**src/rtl/clk_period_meter.sv**
```systemverilog
// -----------------------------------------------------------------------------
// clk_period_meter
//
// Measures the period of a slow signal (typically a divided clock) in cycles of
// the local clock clk_in. sig_in is asynchronous: it passes through a
// synchroniser, then a rising-edge detector. One period result is published per
// detected rising edge, after the first edge has armed the meter.
//
// Optional feature (compile-time macro PERIOD_METER_DUTY_EN):
//   adds the high_out port, which reports the high time of the last measured
//   period, in clk_in cycles.
//
// Parameters
//   CNT_WIDTH    width of the period counter and of the results
//   TIMEOUT      cycles without a rising edge before timeout (1 < TIMEOUT < 2**CNT_WIDTH)
//   SYNC_STAGES  flops in the sig_in synchroniser (>= 2)
//
// Ports
//   clk_in        in   1          measurement clock
//   resetn        in   1          asynchronous active-low reset
//   sig_in        in   1          signal under test, asynchronous to clk_in
//   period_out    out  CNT_WIDTH  last measured period, in clk_in cycles
//   period_valid  out  1          one-cycle pulse when period_out is updated
//   timeout       out  1          level: no rising edge within TIMEOUT cycles
//   locked        out  1          level: a full period measured, no timeout since
//   high_out      out  CNT_WIDTH  (PERIOD_METER_DUTY_EN only) high time of last period
// -----------------------------------------------------------------------------
module clk_period_meter #(
   parameter int unsigned CNT_WIDTH   = 32,
   parameter int unsigned TIMEOUT     = 250000000,
   parameter int unsigned SYNC_STAGES = 2
) (
   input  logic                 clk_in,
   input  logic                 resetn,
   input  logic                 sig_in,
   output logic [CNT_WIDTH-1:0] period_out,
   output logic                 period_valid,
   output logic                 timeout,
   output logic                 locked
`ifdef PERIOD_METER_DUTY_EN
   ,
   output logic [CNT_WIDTH-1:0] high_out
`endif
);

   localparam logic [CNT_WIDTH-1:0] TIMEOUT_CNT = CNT_WIDTH'(TIMEOUT);
   localparam logic [CNT_WIDTH-1:0] CNT_ONE     = {{(CNT_WIDTH-1){1'b0}}, 1'b1};
   localparam logic [CNT_WIDTH-1:0] CNT_MAX     = {CNT_WIDTH{1'b1}};

   typedef enum logic [1:0] {
      StIdle,
      StArmed,
      StMeas
   } state_e;

   // --------------------------------------------------------------------------
   // Synchroniser and edge detection
   // --------------------------------------------------------------------------
   logic [SYNC_STAGES-1:0] sync_q;
   logic                   prev_q;
   logic                   sig_sync;
   logic                   rise;

   always_ff @(posedge clk_in or negedge resetn) begin
      if (!resetn) begin
         sync_q <= '0;
         prev_q <= 1'b0;
      end else begin
         sync_q <= {sync_q[SYNC_STAGES-2:0], sig_in};
         prev_q <= sig_sync;
      end
   end

   assign sig_sync = sync_q[SYNC_STAGES-1];
   assign rise     = sig_sync & ~prev_q;

`ifdef PERIOD_METER_DUTY_EN
   logic fall;
   assign fall = ~sig_sync & prev_q;
`endif

   // --------------------------------------------------------------------------
   // Period counter increment, saturating at all-ones
   // --------------------------------------------------------------------------
   logic [CNT_WIDTH-1:0] cnt_q;
   logic [CNT_WIDTH-1:0] cnt_inc;

   assign cnt_inc = (cnt_q == CNT_MAX) ? cnt_q : cnt_q + CNT_ONE;

   // --------------------------------------------------------------------------
   // Measurement FSM with registered outputs
   // --------------------------------------------------------------------------
   state_e state_q;

`ifdef PERIOD_METER_DUTY_EN
   logic [CNT_WIDTH-1:0] high_pend_q;
`endif

   always_ff @(posedge clk_in or negedge resetn) begin
      if (!resetn) begin
         state_q      <= StIdle;
         cnt_q        <= '0;
         period_out   <= '0;
         period_valid <= 1'b0;
         timeout      <= 1'b0;
         locked       <= 1'b0;
`ifdef PERIOD_METER_DUTY_EN
         high_pend_q  <= '0;
         high_out     <= '0;
`endif
      end else begin
         period_valid <= 1'b0;
         case (state_q)
            StIdle: begin
               // The first edge only starts the count; no result yet.
               if (rise) begin
                  cnt_q   <= CNT_ONE;
                  timeout <= 1'b0;
                  state_q <= StArmed;
               end else begin
                  cnt_q <= '0;
               end
            end

            StArmed, StMeas: begin
               // A rise arriving exactly when cnt hits TIMEOUT still counts as
               // a valid period, so rise is tested before the timeout.
               if (rise) begin
                  period_out   <= cnt_q;
                  period_valid <= 1'b1;
                  cnt_q        <= CNT_ONE;
                  locked       <= 1'b1;
                  state_q      <= StMeas;
`ifdef PERIOD_METER_DUTY_EN
                  high_out     <= high_pend_q;
`endif
               end else if (cnt_q == TIMEOUT_CNT) begin
                  timeout <= 1'b1;
                  locked  <= 1'b0;
                  cnt_q   <= '0;
                  state_q <= StIdle;
               end else begin
                  cnt_q <= cnt_inc;
               end
`ifdef PERIOD_METER_DUTY_EN
               // cnt counts cycles since the last rise, so at the fall it is the
               // high time of the current period.
               if (fall) begin
                  high_pend_q <= cnt_q;
               end
`endif
            end

            default: begin
               cnt_q   <= '0;
               state_q <= StIdle;
            end
         endcase
      end
   end

endmodule

```
**config.mk**
```make
export PLATFORM = sky130hd
export DESIGN_NAME = clk_period_meter
export DESIGN_NICKNAME = d
export VERILOG_FILES = /design/src/rtl/clk_period_meter.sv
export SDC_FILE = /design/constraint.sdc
export NUM_CORES = 1
export LEC_CHECK = 0
export CORE_AREA = 5 5 90 92
export DETAILED_ROUTE_END_ITERATION = 12
export DIE_AREA = 0 0 95 97
export GPL_TIMING_DRIVEN = 0
export PLACE_DENSITY = 0.74
export SYNTH_ARGS = -nofsm -noshare
export SYNTH_HDL_FRONTEND = slang
export SYNTH_SLANG_ARGS = --single-unit
```
**constraint.sdc**
```tcl
create_clock -name clk_in -period 2.3 [get_ports clk_in]
set_input_delay 0.46 -clock clk_in [delete_from_list [all_inputs] [get_ports clk_in]]
set_output_delay 0.46 -clock clk_in [all_outputs]
set_load 0.02 [all_outputs]
```
# Word level (Yosys, flattened, before mapping)
# Cells that the tools add are included.
# W data, S select, Z words.
[word_totals] in_bits=3 ff_bits=72 word_cells=45 output_inout_bits=35
[op_classes] n_eq_ne=9 n_addsub=1 n_mux=17 bitwise=2 n_reduce_logical=8
[ops] op="$mux W32" count=3
[ops] op="$pmux W32 S2" count=1
[ops] op="$add A32 B1 Y32 const B" count=1
[ops] op="$eq A32 B28 Y1 const B" count=1
[ops] op="$eq A32 B32 Y1 const B" count=1
[ops] op="$mux W1" count=8
[ops] op="$mux W2" count=3
[ops] op="$ne A2 B2 Y1 const B" count=3
[ops] op="$reduce_and A2 Y1" count=3
[ops] op="$ne A4 B4 Y1 const B" count=1
[ops] op="$pmux W2 S2" count=1
[ops] op="$reduce_and A4 Y1" count=1
[ops] op="$reduce_bool A2 Y1" count=2
[ops] op="$ne A3 B3 Y1 const B" count=1
[ops] op="$eq A2 B1 Y1 const B" count=1
[ops] op="$eq A2 B2 Y1 const B" count=1
[ops] op="$logic_not A2 Y1" count=1
[ops] op="$pmux W1 S2" count=1
[ops] op="$reduce_or A2 Y1" count=1
[ops] op="$and A1 B1 Y1" count=1
[ops] op="$not A1 Y1" count=1

# Longest topological paths before layout
[logic_depth] ltp_word=5 ltp_mapped=9 ltp_nobuf=7

# Worst setup path after synthesis
# OpenSTA, ideal clock, no wires.
[synth_path] path_type="register to register" start="register cnt_q[1]" end="register cnt_q[30]" path_slack_ns=-0.005 setup_ns=0.082 arrival_time_ns=2.223 synth_period_minus_slack_ns=2.305 path_stages_with_launch=9 path_buffers=2 required_ns=2.218 path_cell_list="dfrtp_1 ha_1 nand4_1 or3_1 buf_2 or3_1 clkbuf_2 or4_1 a31oi_1"
[synth_via] elab_chain_cells=5 elab_cells_between_ends=8 classes_between="1 x add/sub; 3 x eq/ne; 4 x mux"
[synth_rtl] element="start: declaration" line="85" source="logic [CNT_WIDTH-1:0] cnt_q;"
[synth_rtl] element="start signal: assignment" line="143" source="cnt_q <= cnt_inc;"
[synth_rtl] element="$add A32 B1 Y32" line="88" source="assign cnt_inc = (cnt_q == CNT_MAX) ? cnt_q : cnt_q + CNT_ONE;"
[synth_rtl] element="$mux W32" line="88"
[synth_rtl] element="$mux W32" line="137" source="end else if (cnt_q == TIMEOUT_CNT) begin"
[synth_rtl] element="$mux W32" line="128" source="if (rise) begin"
[synth_rtl] element="$pmux W32 S2" line="113" source="case (state_q)"
# Several ways; a longest one is shown, not always the timed one. The select of a mux whose other input is x is not followed.
# A chain may end at the register's enable or synchronous reset.

# Final worst setup path
[layout_path] start="register cnt_q[9]" end="register cnt_q[0]"
[layout_via] elab_chain_cells=4 elab_cells_between_ends=6 classes_between="3 x eq/ne; 3 x mux"
[layout_rtl] element="$eq A32 B28 Y1" line="137"
[layout_rtl] element="$mux W32" line="137"
[layout_rtl] element="$mux W32" line="128"
[layout_rtl] element="$pmux W32 S2" line="113"
# Several ways; a longest one is shown, not always the timed one.

==> impl_metrics.py <==
metrics = {
    "synth": {
        "synth_area_leader_cell": "dfrtp_1",
        "synth_mux_area_frac": 0.103,
        "ys_types": 43,
        "synth_flop_cell": "dfrtp_1",
        "yosys.area_share.adder": 0.0141,
        "yosysWarnings": 0,
        "synth_xor_area_frac": 0.00247,
        "yosysSeqAreaShare": 0.508,
        "synth_top_family_by_area": "simple AND/OR/NAND/NOR gates",
        "synth-seq-cells": 72,
        "synthCells": 350,
        "yosys.area_share.simple": 0.199,
        "syn_area_per_cell_sq_um": 10.1,
        "postSynth.asyncResetShare": 1.00,
        "synth_top_area_share": 0.508,
        "netlist_area_sq_um": 3550,
        "synth_edf_count": 0,
        "syn-num-nets": 357,
        "synth-compound-area-share": 0.130,
        "ys_top_cells_by_area": "dfrtp_1 (51%), mux2_2 (8.6%), a21oi_1 (3.2%)",
    },
    "detailed_routing": {
        "dr_wl_met2_microns": 4320,
        "viasPerCell": 6.16,
        "top_layer_used": "met4",
        "firstDrtPassIters": 6,
        "wl_met1_microns": 3900,
        "antenna_left": 0,
        "drtIter0Drc": 254,
        "dr_total_vias": 3125,
        "drc_errors": 0,
        "wl_microns": 9100,
        "drt-wirelength-per-cell_microns": 17.9,
        "dr_wl_met3_microns": 706,
    },
    "timing": {
        "period_share": 0.995,
        "skew_ns": 0.00633,
        "maxSlewHeadroom": 0.352,
        "post-route-min-period_ns": 2.29,
        "tightest_slew_ns": 0.964,
        "finalSetupViolations": 0,
        "max_freq_mhz": 437,
        "setup_slack_ns": 0.0109,
        "rsz0062_at_grt": "true",
        "maxSlewViolCount": 0,
        "fin_tns_setup_ns": 0,
        "hold_viol": 0,
    },
    "clock_network": {
        "cts_root_buf": "clkbuf_8",
        "cts-htree-levels": 3,
        "cts.sinks": 72,
        "cts_tree": "yes",
        "numCtsBuffers": 9,
        "clkTransAtPathRegs_ns": 0.07,
        "clk_path_buf_depth": 2,
        "clock_latency_ns": 0.36,
    },
    "global_route": {
        "overflow": 0,
        "grt_use_total": 0.202,
        "grt_pass1_wl_microns": 14800,
        "grt_max_degree": 73,
        "antenna_found_initial": 0,
        "grt_pass1_vias": 3072,
    },
    "layout": {
        "drive_gt1_frac": 0.213,
        "stdcell_area_sq_um": 4470,
        "antenna_cells": 0,
        "finalNetCount": 410,
        "syn2layout_area_growth_pct": 25.9,
    },
    "power_and_ir_drop": {
        "peakVddDrop_uv": 302,
        "switching_share": 0.315,
        "pwr-share-comb": 0.246,
        "p_leak_nw": 1.89,
        "p_sw_w": 0.00100,
        "p_clk_frac": 0.323,
        "seq_power_share": 0.431,
        "powerDensity_nw_per_um2": 711,
        "p_int_w": 0.00217,
    },
    "worst_setup_path": {
        "path_buf_inv": 1,
        "path_cells": "nand4_1 -> or3_1 -> buf_6 -> or4_4 -> nor3b_2 -> mux2i_1",
        "cp_slowest_cell": "or4_4",
        "crit_fanout": 7,
        "path_class": "register to register",
        "cp.required_ns": 2.58,
        "startpoint_type": "register",
        "path_delay_family": "simple AND/OR/NAND/NOR gates",
        "end_kind": "register",
        "crit_arrival_ns": 2.57,
        "slowest_delay_ns": 0.61,
    },
    "place": {
        "dpl_cell_area_sq_um": 4040,
        "place_hpwl_microns": 5910,
        "place_congestion": 0.916,
        "io_buffers": 37,
        "pre_cts_ws_ns": -0.453,
    },
    "floorplanning": {
        "die_w_microns": 95,
        "core_sq_um": 7140,
        "rows": 31,
        "die-height_microns": 97,
        "io_pins": 38,
        "initial_core_util": 0.497,
        "die-area_sq_um": 9220,
    },
    "job": {
        "cap_violations": 0,
    },
    "hold_path": {
        "hp-class": "primary input to asynchronous set/reset pin",
    },
    "outcome": {
        "status": "completed",
    },
}
## cells in the final DEF (no fill, tap or decap), types with 10 or more instances in the layout
master            n
dfrtp_1          67
clkdlybuf4s50_1  36
mux2_2           27
nand2_1          25
a21oi_1          22
o21ai_0          21
nand4_1          16
buf_4            15
a31oi_1          14
clkbuf_8         13
nor2_1           13
inv_1            10
nand3_1          10
## sequential cells by signal (all words and copies together), names as in the netlist
signal and cells:
locked 1, timeout 1, period_out 32, period_valid 1, sync_q 2, prev_q 1, cnt_q 32, state_q 2
## cells by family after synthesis
family,after synthesis
AO/OA/AOI/OAI,77
buffers and inverters,38
multiplexers,33
flip-flops,72
XOR/XNOR,1
adder cells (fa/ha/maj),4
AND/OR/NAND/NOR,125
## synth_stat cells (all sizes together), types with 7 or more instances
| master | number |
|---|---|
| a21oi | 23 |
| nor2 | 13 |
| nor4 | 10 |
| nor3 | 7 |
| mux2 | 27 |
| or3 | 9 |
| or4 | 9 |
| dfrtp | 72 |
| nand3 | 11 |
| o21ai | 21 |
| a31oi | 14 |
| inv | 10 |
| nand2 | 25 |
| nand4 | 16 |
| clkbuf | 22 |
## timing repair
action | in CTS | in global routing
hold buffers | 0 | 0
pin swaps | 4 | 8
setup endpoints to repair | 32 | 26
setup buffers | 10 | 1
resized for setup | 24 | 24
gates cloned | 0 | 1
## per-stage QoR
step | power [W] | util | instances | hold WS, ns
after floorplan | 0.00181 | - | 350 | 0.164
after global placement | 0.00204 | 0.566 | 486 | 0.331
after detailed placement | 0.00205 | 0.566 | 486 | 0.354
after CTS | 0.00316 | 0.615 | 507 | 0.261
after global routing | 0.00332 | 0.626 | 507 | 0.313
final | 0.00318 | 0.626 | 507 | 0.215
## per-layer routing
metal / up-vias / global-route usage
li1: 1410 / -
met1: 1528 / 0.269
met2: 169 / 0.305
met3: 18 / 0.0489
met4: 0 / 0.0999
met5: - / 0
## layout make-up
| cell class | count | area (sq um) |
|---|---|---|
| Fill cell | 597 | 2670 |
| Clock inverter | 5 | 55.1 |
| Timing Repair Buffer | 48 | 468 |
| Sequential cell | 72 | 1810 |
| Clock buffer | 11 | 151 |
| Tap cell | 99 | 124 |
| Multi-Input combinational cell | 240 | 1670 |
| Inverter | 10 | 37.5 |
| Buffer | 22 | 148 |
## power groups by stage
stage	sequential (W)	clock [W]	combinational (W)
global placement	0.00140	0	0.000639
floorplan	0.00141	0	0.000400
global route	0.00138	0.00110	0.000842
CTS	0.00137	0.00104	0.000752
finish	0.00137	0.00103	0.000780
detailed placement	0.00140	0	0.000652
## worst paths after layout
path                                start        endpoint  slack, ns  cells past startpoint
worst min-delay path               resetn  period_out[24]       0.21                      1
worst min register to register  sync_q[0]       sync_q[1]       0.37                      0
max in group asynchronous          resetn        cnt_q[1]       1.42                      1
min in group clk_in             sync_q[0]       sync_q[1]       0.37                      0
worst max-delay path             cnt_q[9]        cnt_q[0]       0.01                      6
worst max register to register   cnt_q[9]        cnt_q[0]       0.01                      6
(Power assumes the default switching activity.)
